<file path="src/rtl/fetch_unit.sv">
// Stage-1 instruction fetch: owns the PC, issues credit-limited in-order word reads,
// buffers responses and presents one registered instruction (or a NOP bubble) per cycle.
module fetch_unit #(
    parameter logic [31:0] RESET_PC  = 32'h0000_0000,
    parameter int          BUF_DEPTH = 2
) (
    input  logic        clock,
    input  logic        reset,
    output logic        imem_req_valid,
    input  logic        imem_req_ready,
    output logic [31:0] imem_req_addr,
    input  logic        imem_resp_valid,
    input  logic [31:0] imem_resp_data,
    input  logic        stall,
    input  logic        redirect_valid,
    input  logic [31:0] redirect_pc,
    output logic [31:0] line,
    output logic [31:0] line_pc,
    output logic        line_valid
);

    localparam int          PW  = $clog2(BUF_DEPTH);
    localparam int          CW  = PW + 1;
    localparam int          SW  = CW + 1;
    localparam logic [SW-1:0] DEPTH_S = SW'(BUF_DEPTH);
    localparam logic [31:0] NOP = 32'h0000_0013;

    logic [31:0]   fetch_pc;
    logic [CW-1:0] inflight;
    logic [CW-1:0] drop;
    logic [CW-1:0] buf_count;
    logic [PW-1:0] buf_head;
    logic [PW-1:0] buf_tail;
    logic [PW-1:0] pcq_head;
    logic [PW-1:0] pcq_tail;

    logic [31:0] buf_data [BUF_DEPTH];
    logic [31:0] buf_pc   [BUF_DEPTH];
    logic [31:0] pcq_mem  [BUF_DEPTH];

    logic credit_ok;
    logic req_fire;
    logic resp_keep;
    logic out_update;
    logic buf_empty;
    logic bypass;
    logic pop;
    logic push;

    // Low address bits of the redirect target are forced to zero and never read.
    logic unused_bits;
    assign unused_bits = ^redirect_pc[1:0];

    // NOTE: every always_comb output gets a default first so no latch can be inferred.
    always_comb begin
        credit_ok      = ({1'b0, inflight} + {1'b0, buf_count}) < DEPTH_S;
        imem_req_valid = !reset && !redirect_valid && credit_ok;
        imem_req_addr  = fetch_pc;
        req_fire       = imem_req_valid && imem_req_ready;
        resp_keep      = imem_resp_valid && !redirect_valid && (drop == '0);
        out_update     = !redirect_valid && (!stall || !line_valid);
        buf_empty      = (buf_count == '0);
        bypass         = out_update && buf_empty && resp_keep;
        pop            = out_update && !buf_empty;
        push           = resp_keep && !bypass;
    end

    // NOTE: sequential state uses non-blocking assignments so all registers see pre-edge values.
    always_ff @(posedge clock or posedge reset) begin
        if (reset) begin
            fetch_pc   <= RESET_PC;
            inflight   <= '0;
            drop       <= '0;
            buf_count  <= '0;
            buf_head   <= '0;
            buf_tail   <= '0;
            pcq_head   <= '0;
            pcq_tail   <= '0;
            line       <= NOP;
            line_pc    <= '0;
            line_valid <= 1'b0;
        end else begin
            inflight <= inflight + CW'(req_fire) - CW'(imem_resp_valid);
            pcq_tail <= pcq_tail + PW'(req_fire);
            pcq_head <= pcq_head + PW'(imem_resp_valid);

            if (redirect_valid) begin
                // Everything still outstanding is stale; the PC queue keeps draining with it.
                fetch_pc   <= {redirect_pc[31:2], 2'b00};
                drop       <= inflight - CW'(imem_resp_valid);
                buf_count  <= '0;
                buf_head   <= '0;
                buf_tail   <= '0;
                line       <= NOP;
                line_valid <= 1'b0;
            end else begin
                if (req_fire) begin
                    fetch_pc <= fetch_pc + 32'd4;
                end
                if (imem_resp_valid && (drop != '0)) begin
                    drop <= drop - 1'b1;
                end
                buf_count <= buf_count + CW'(push) - CW'(pop);
                buf_head  <= buf_head + PW'(pop);
                buf_tail  <= buf_tail + PW'(push);

                if (out_update) begin
                    if (pop) begin
                        line       <= buf_data[buf_head];
                        line_pc    <= buf_pc[buf_head];
                        line_valid <= 1'b1;
                    end else if (bypass) begin
                        line       <= imem_resp_data;
                        line_pc    <= pcq_mem[pcq_head];
                        line_valid <= 1'b1;
                    end else begin
                        line       <= NOP;
                        line_valid <= 1'b0;
                    end
                end
            end
        end
    end

    // NOTE: storage arrays are not reset; pointers and counts alone decide what is valid.
    always_ff @(posedge clock) begin
        if (req_fire) begin
            pcq_mem[pcq_tail] <= fetch_pc;
        end
        if (push) begin
            buf_data[buf_tail] <= imem_resp_data;
            buf_pc[buf_tail]   <= pcq_mem[pcq_head];
        end
    end

endmodule

</file>
<file path="config.mk">
export PLATFORM = sky130hd
export DESIGN_NAME = fetch_unit
export DESIGN_NICKNAME = d
export VERILOG_FILES = /design/src/rtl/fetch_unit.sv
export SDC_FILE = /design/constraint.sdc
export NUM_CORES = 1
export LEC_CHECK = 0
export BUFFER_PORTS_ARGS = -buffer_cell sky130_fd_sc_hd__buf_2
export CORE_ASPECT_RATIO = 0.5
export CORE_UTILIZATION = 49
export CTS_CLUSTER_SIZE = 24
export DETAILED_ROUTE_END_ITERATION = 12
export PLACE_DENSITY = 0.7
export SLEW_MARGIN = 40
export SYNTH_ARGS = -nofsm -noshare
export SYNTH_HDL_FRONTEND = slang
export SYNTH_SLANG_ARGS = --single-unit
export TNS_END_PERCENT = 10
</file>
<file path="constraint.sdc">
create_clock -name clock -period 3.8 [get_ports clock]
set_clock_uncertainty 0.1 [all_clocks]
set_input_delay 0.76 -clock clock [delete_from_list [all_inputs] [get_ports clock]]
set_output_delay 0.76 -clock clock [all_outputs]
set_load 0.01 [all_outputs]
</file>
Word level (Yosys, flattened, before mapping)
Memories as Yosys holds them, arrays and structs flattened.
Index checks and enable logic that the tools add are counted.
- shift-type cells: 0
- reduce and logical (&&, ||, !) cells: 26
- $lt $le $gt $ge: 1
- multipliers: 0
- divide/modulo/power cells: 0
- add/subtract/negate cells: 12
- equality and inequality tests: 0
- muxes and demuxes: 21
- bitwise operators: 1
- operators by type and width (operator ; number):
    2-to-1 mux 32 bit ; 8
    adder 32 x 3 -> 32 bit, second input constant ; 1
    logical AND 1 bit ; 11
    2-to-1 mux 1 bit ; 10
    nonzero test 2 bit ; 5
    zero test 1 bit ; 6
    2-to-1 mux 2 bit ; 3
    subtractor 2 x 1 -> 2 bit ; 3
    adder 1 bit ; 4
    adder 2 x 1 -> 2 bit ; 2
    zero test 2 bit ; 2
    adder 2 x 2 -> 3 bit ; 1
    < comparator 3 x 2 -> 1 bit, second input constant ; 1
    AND reduction 3 bit ; 1
    subtractor 2 x 1 -> 2 bit, second input constant ; 1
    logical OR 1 bit ; 1
    NOT 1 bit ; 1
- memory bits (writable): 192
- word-level logic and storage cells: 75
- bits of input ports: 70
- latch bits: 0
- flip-flop bits (word level): 107
- bits in read-only memories: 0
- memories kept: 3
- output and inout bits: 98
- memory list (name ; depth ; width ; rd ports ; clocked after Yosys merged registers in ; wr ports ; RTL line ; text):
    buf_data ; 2 ; 32 ; 1 ; 0 ; 1 ; 37 ; logic [31:0] buf_data [BUF_DEPTH];
    buf_pc ; 2 ; 32 ; 1 ; 0 ; 1 ; 38 ; logic [31:0] buf_pc [BUF_DEPTH];
    pcq_mem ; 2 ; 32 ; 1 ; 0 ; 1 ; 39 ; logic [31:0] pcq_mem [BUF_DEPTH];

Depth between registers and ports, before layout
- word-level depth: 10
- mapped depth: 11
- gate-level depth less buffers: 9

Worst setup path after synthesis
No wires, ideal clock.
- path type: in2reg
- start point: input port redirect_valid
- end point: memory buf_data[1][0], enable pin
- cell stages on the path: 4
- required time: 3.273 ns
- slack: 0.645 ns
- arrival: 2.628 ns
- library setup time: 0.427 ns
- path buffers: 0
- cell sequence: and3b_1 nand2_1 inv_1 ha_1
- longest elaborated chain between the ends: 8
- elaborated cells on any way between the ends: 10
- those cells by class: mux (2); reduce/logical (8)
- RTL lines (what ; RTL line ; text):
    start, declared ; 15 ; input logic redirect_valid,
    zero test 1 bit * ; 60, 61 ;
    logical AND 1 bit (on tied branches) ; 61, 60 ;
    logical AND 1 bit (on tied branches) ; 63, 60 ;
    logical AND 1 bit ; 63 ; bypass = out_update && buf_empty && resp_keep;
    zero test 1 bit ; 65 ; push = resp_keep && !bypass;
    logical AND 1 bit * ; 65 ;
    2-to-1 mux 1 bit * ; 130 ; if (push) begin
    2-to-1 mux 1 bit (not written as such) * ; 131 ; buf_data[buf_tail] <= imem_resp_data;
    end, declared ; 37 ;
Every way passes the cells marked *; elsewhere a longest branch is shown, timed or not.

Worst setup path after layout
- start point: register inflight[0]
- end point: output port imem_req_valid
- longest elaborated chain between the ends: 3
- RTL lines (what ; RTL line ; text):
    start, declared ; 29 ; logic [CW-1:0] inflight;
    start signal, assigned ; 83 ; inflight <= inflight + CW'(req_fire) - CW'(imem_resp_valid);
    adder 2 x 2 -> 3 bit ; 56 ; credit_ok = ({1'b0, inflight} + {1'b0, buf_count}) < DEPTH_S;
    < comparator 3 x 2 -> 1 bit ; 56 ;
    logical AND 1 bit ; 57 ; imem_req_valid = !reset && !redirect_valid && credit_ok;
    end, declared ; 9 ; output logic imem_req_valid,
Every way passes these cells.

==> results_dict.tcl <==
set metrics [dict create \
    status "complete, no violations" \
    synthCells 780 \
    io_pins 168 \
    finalHoldViolCount 0 \
    drt_iter0_drc 569 \
    place_congestion 0.843 \
    yosysUniqueCellTypes 54 \
    hold_path_class "in2async" \
    crit_type "reg2out" \
    nets 1028 \
    fmax_mhz 323 \
    cts_tree "built" \
    rsz0062_at_grt "no" \
    grt-ovfl-total 0 \
    finalSetupViolations 0 \
    avgSynthCellArea_um2 15.1 \
    post-route-period-util 0.816 \
    holdWs_ns 0.263 \
    nFillCells 1792 \
    switching_share 0.300 \
    ir_drop_v 0.000305 \
    placed_area_mm2 0.0130 \
    seqPwrFrac 0.469 \
    drtAntennaViolNets 0 \
    antenna_found_initial 1 \
    clk_pin_slew_ns 0.06 \
    h-tree-depth 1 \
    ys_warn_count 0 \
    intPower_mw 6.24 \
    wl_per_cell_um 20.6 \
    dieWidth_um 222 \
    remaining_drc_errors 0 \
    synth-main-ff-cell "edfxtp_1" \
    syn-cell-area_mm2 0.0118 \
    cts.sinks 287 \
    grt_pass1_vias 7271 \
    worstPathRequired_ns 2.94 \
    clockRootBuffer "clkbuf_16" \
    comb_power_share 0.238 \
    leakagePower_nw 5.29 \
    drive_gt1_frac 0.283 \
    cts_buffer_depth 3 \
    final_area_mm2 0.0139 \
    setup.worst_path.end_class "primary output" \
    r2r_cells 9 \
    area_growth_pct 17.7 \
    worst_slew_pin_slew_ns 0.862 \
    crit_arrival_ns 2.24 \
    placementRows 39 \
    routed_via_density 5.64 \
    post-route-min-period_ns 3.10 \
    cts_resized 0 \
    setup_tns_ns 0 \
    p_switching_mw 2.67 \
    cts_buffers 26 \
    clk_latency_ns 0.55 \
    grt_max_degree 56 \
    finalWirelength_mm 26.3 \
    final_max_slew_viol_count 0 \
    hpwl_mm 16.6 \
    fin_util 0.598 \
    relSlewSlack 0.420 \
    max_cap_viol_count 0 \
    cts_hold_buf 0 \
    dr.pass1.iters 4 \
    via_count 7188 \
    pwr-share-clk 0.293 \
    die_h_um 112 \
    core_mm2 0.0232 \
    path_max_fanout 4 \
    post_cts_buffers 0 \
    ys_ff_latch 287 \
    p_per_area_mw_per_mm2 642 \
    seq_area_frac_synth 0.686 \
    die_area_mm2 0.0248 \
    start_util 0.508 \
    critPathLaunchType "flip-flop" \
    synth_edf_count 184 \
    grt_pass1_wl_mm 41.8 \
    port_buffers 161 \
    grtUsageTotal 0.217 \
    async_flop_share 0.359 \
]
kinds of logic after synthesis:
logic type | count (synthesis) | synth area share
AOI/OAI and AO/OA | 97 | 0.0636
xor gates and xnor gates | 7 | 0.00519
adders and majority gates | 12 | 0.0133
buffers and inverters | 57 | 0.0240
DFF | 287 | 0.686
muxes | 157 | 0.137
other | 1 | 0.000318
and+or+nand+nor | 162 | 0.0706
power by group through the flow:
stage	Clock [mW]	Sequential, mW	Combinational (mW)
6_report	2.61	4.18	2.12
5_1_grt	2.79	4.23	2.32
4_1_cts	2.66	4.18	2.15
3_5_place_dp	0	4.24	2.13
3_3_place_gp	0	4.26	2.02
2_1_floorplan	0	4.26	1.32
final timing paths:
| kind | startpoint | endpoint | slack [ns] |
|---|---|---|---|
| min | reset | line_pc[24] | 0.26 |
| max in group asynchronous | reset | line[4] | 2.50 |
| max reg2reg | inflight[0] | imem_req_addr[4] | 0.96 |
| max | inflight[0] | imem_req_valid | 0.70 |
| min in group clock | redirect_pc[3] | imem_req_addr[3] | 0.32 |
| min reg2reg | line[26] | line[26] | 0.40 |
synth_stat cells (12+ instances only):
| master | instances | share of area |
|---|---|---|
| inv_1 | 12 | 0.0038 |
| dfrtp_1 | 100 | 0.21 |
| buf_2 | 13 | 0.0055 |
| nand2_1 | 37 | 0.012 |
| clkbuf_1 | 14 | 0.0044 |
| nor2_1 | 50 | 0.016 |
| o21ai_0 | 21 | 0.0089 |
| a221o_1 | 34 | 0.029 |
| edfxtp_1 | 184 | 0.47 |
| nand3_1 | 13 | 0.0055 |
| mux2_2 | 33 | 0.031 |
| mux2i_1 | 124 | 0.11 |
metrics by stage:
stage                     setup WS (ns)  instances  power (mW)
final                             0.700       1274        8.91
after global routing              0.619       1274        9.35
after CTS                         0.690       1273        8.99
after detailed placement           1.02       1225        6.38
after global placement            0.855       1224        6.28
after floorplan                   0.241        783        5.58
worst max-delay path, stage by stage (launching register included):
cell and delay, ns:
dfrtp_1 0.39, and2_1 0.17, fa_1 0.50, nor4_4 0.39, buf_2 0.23
flip-flops by register name, summed over array words and instances (netlist names):
signal	count
buf_data	64
buf_pc	60
pcq_mem	60
line	32
imem_req_addr	30
line_pc	30
buf_count	2
drop	2
inflight	2
buf_head	1
buf_tail	1
line_valid	1
pcq_head	1
pcq_tail	1
area by class of cell:
class | count | area (um2) | area share
diodes | 1 | 2.50 | 0.000180
clock buffers | 35 | 744 | 0.0536
clock inverters | 13 | 109 | 0.00783
inverters | 14 | 55.1 | 0.00396
multi-input cells | 439 | 3470 | 0.250
flip-flops and latches | 287 | 8110 | 0.584
well taps | 307 | 384 | 0.0276
repair buffers | 178 | 1020 | 0.0735
layout by cell type (no fill, tap or decap), types with 21 or more instances in the layout:
master	synthesis	final
edfxtp_1	184	184
buf_2	13	161
mux2i_1	124	124
dfrtp_1	100	99
nor2_1	50	47
nand2_1	37	37
a221o_1	34	34
mux2_2	33	33
clkbuf_16	0	26
o21ai_0	21	21
layer usage:
layer / vias up / part of all wire / track usage
li1: 3309 / - / -
met1: 3657 / 0.47 / 0.316
met2: 180 / 0.47 / 0.346
met3: 42 / 0.041 / 0.0348
met4: 0 / 0.020 / 0.0505
met5: - / 0 / 0
No activity file was read; power rests on OpenSTA's default activity.
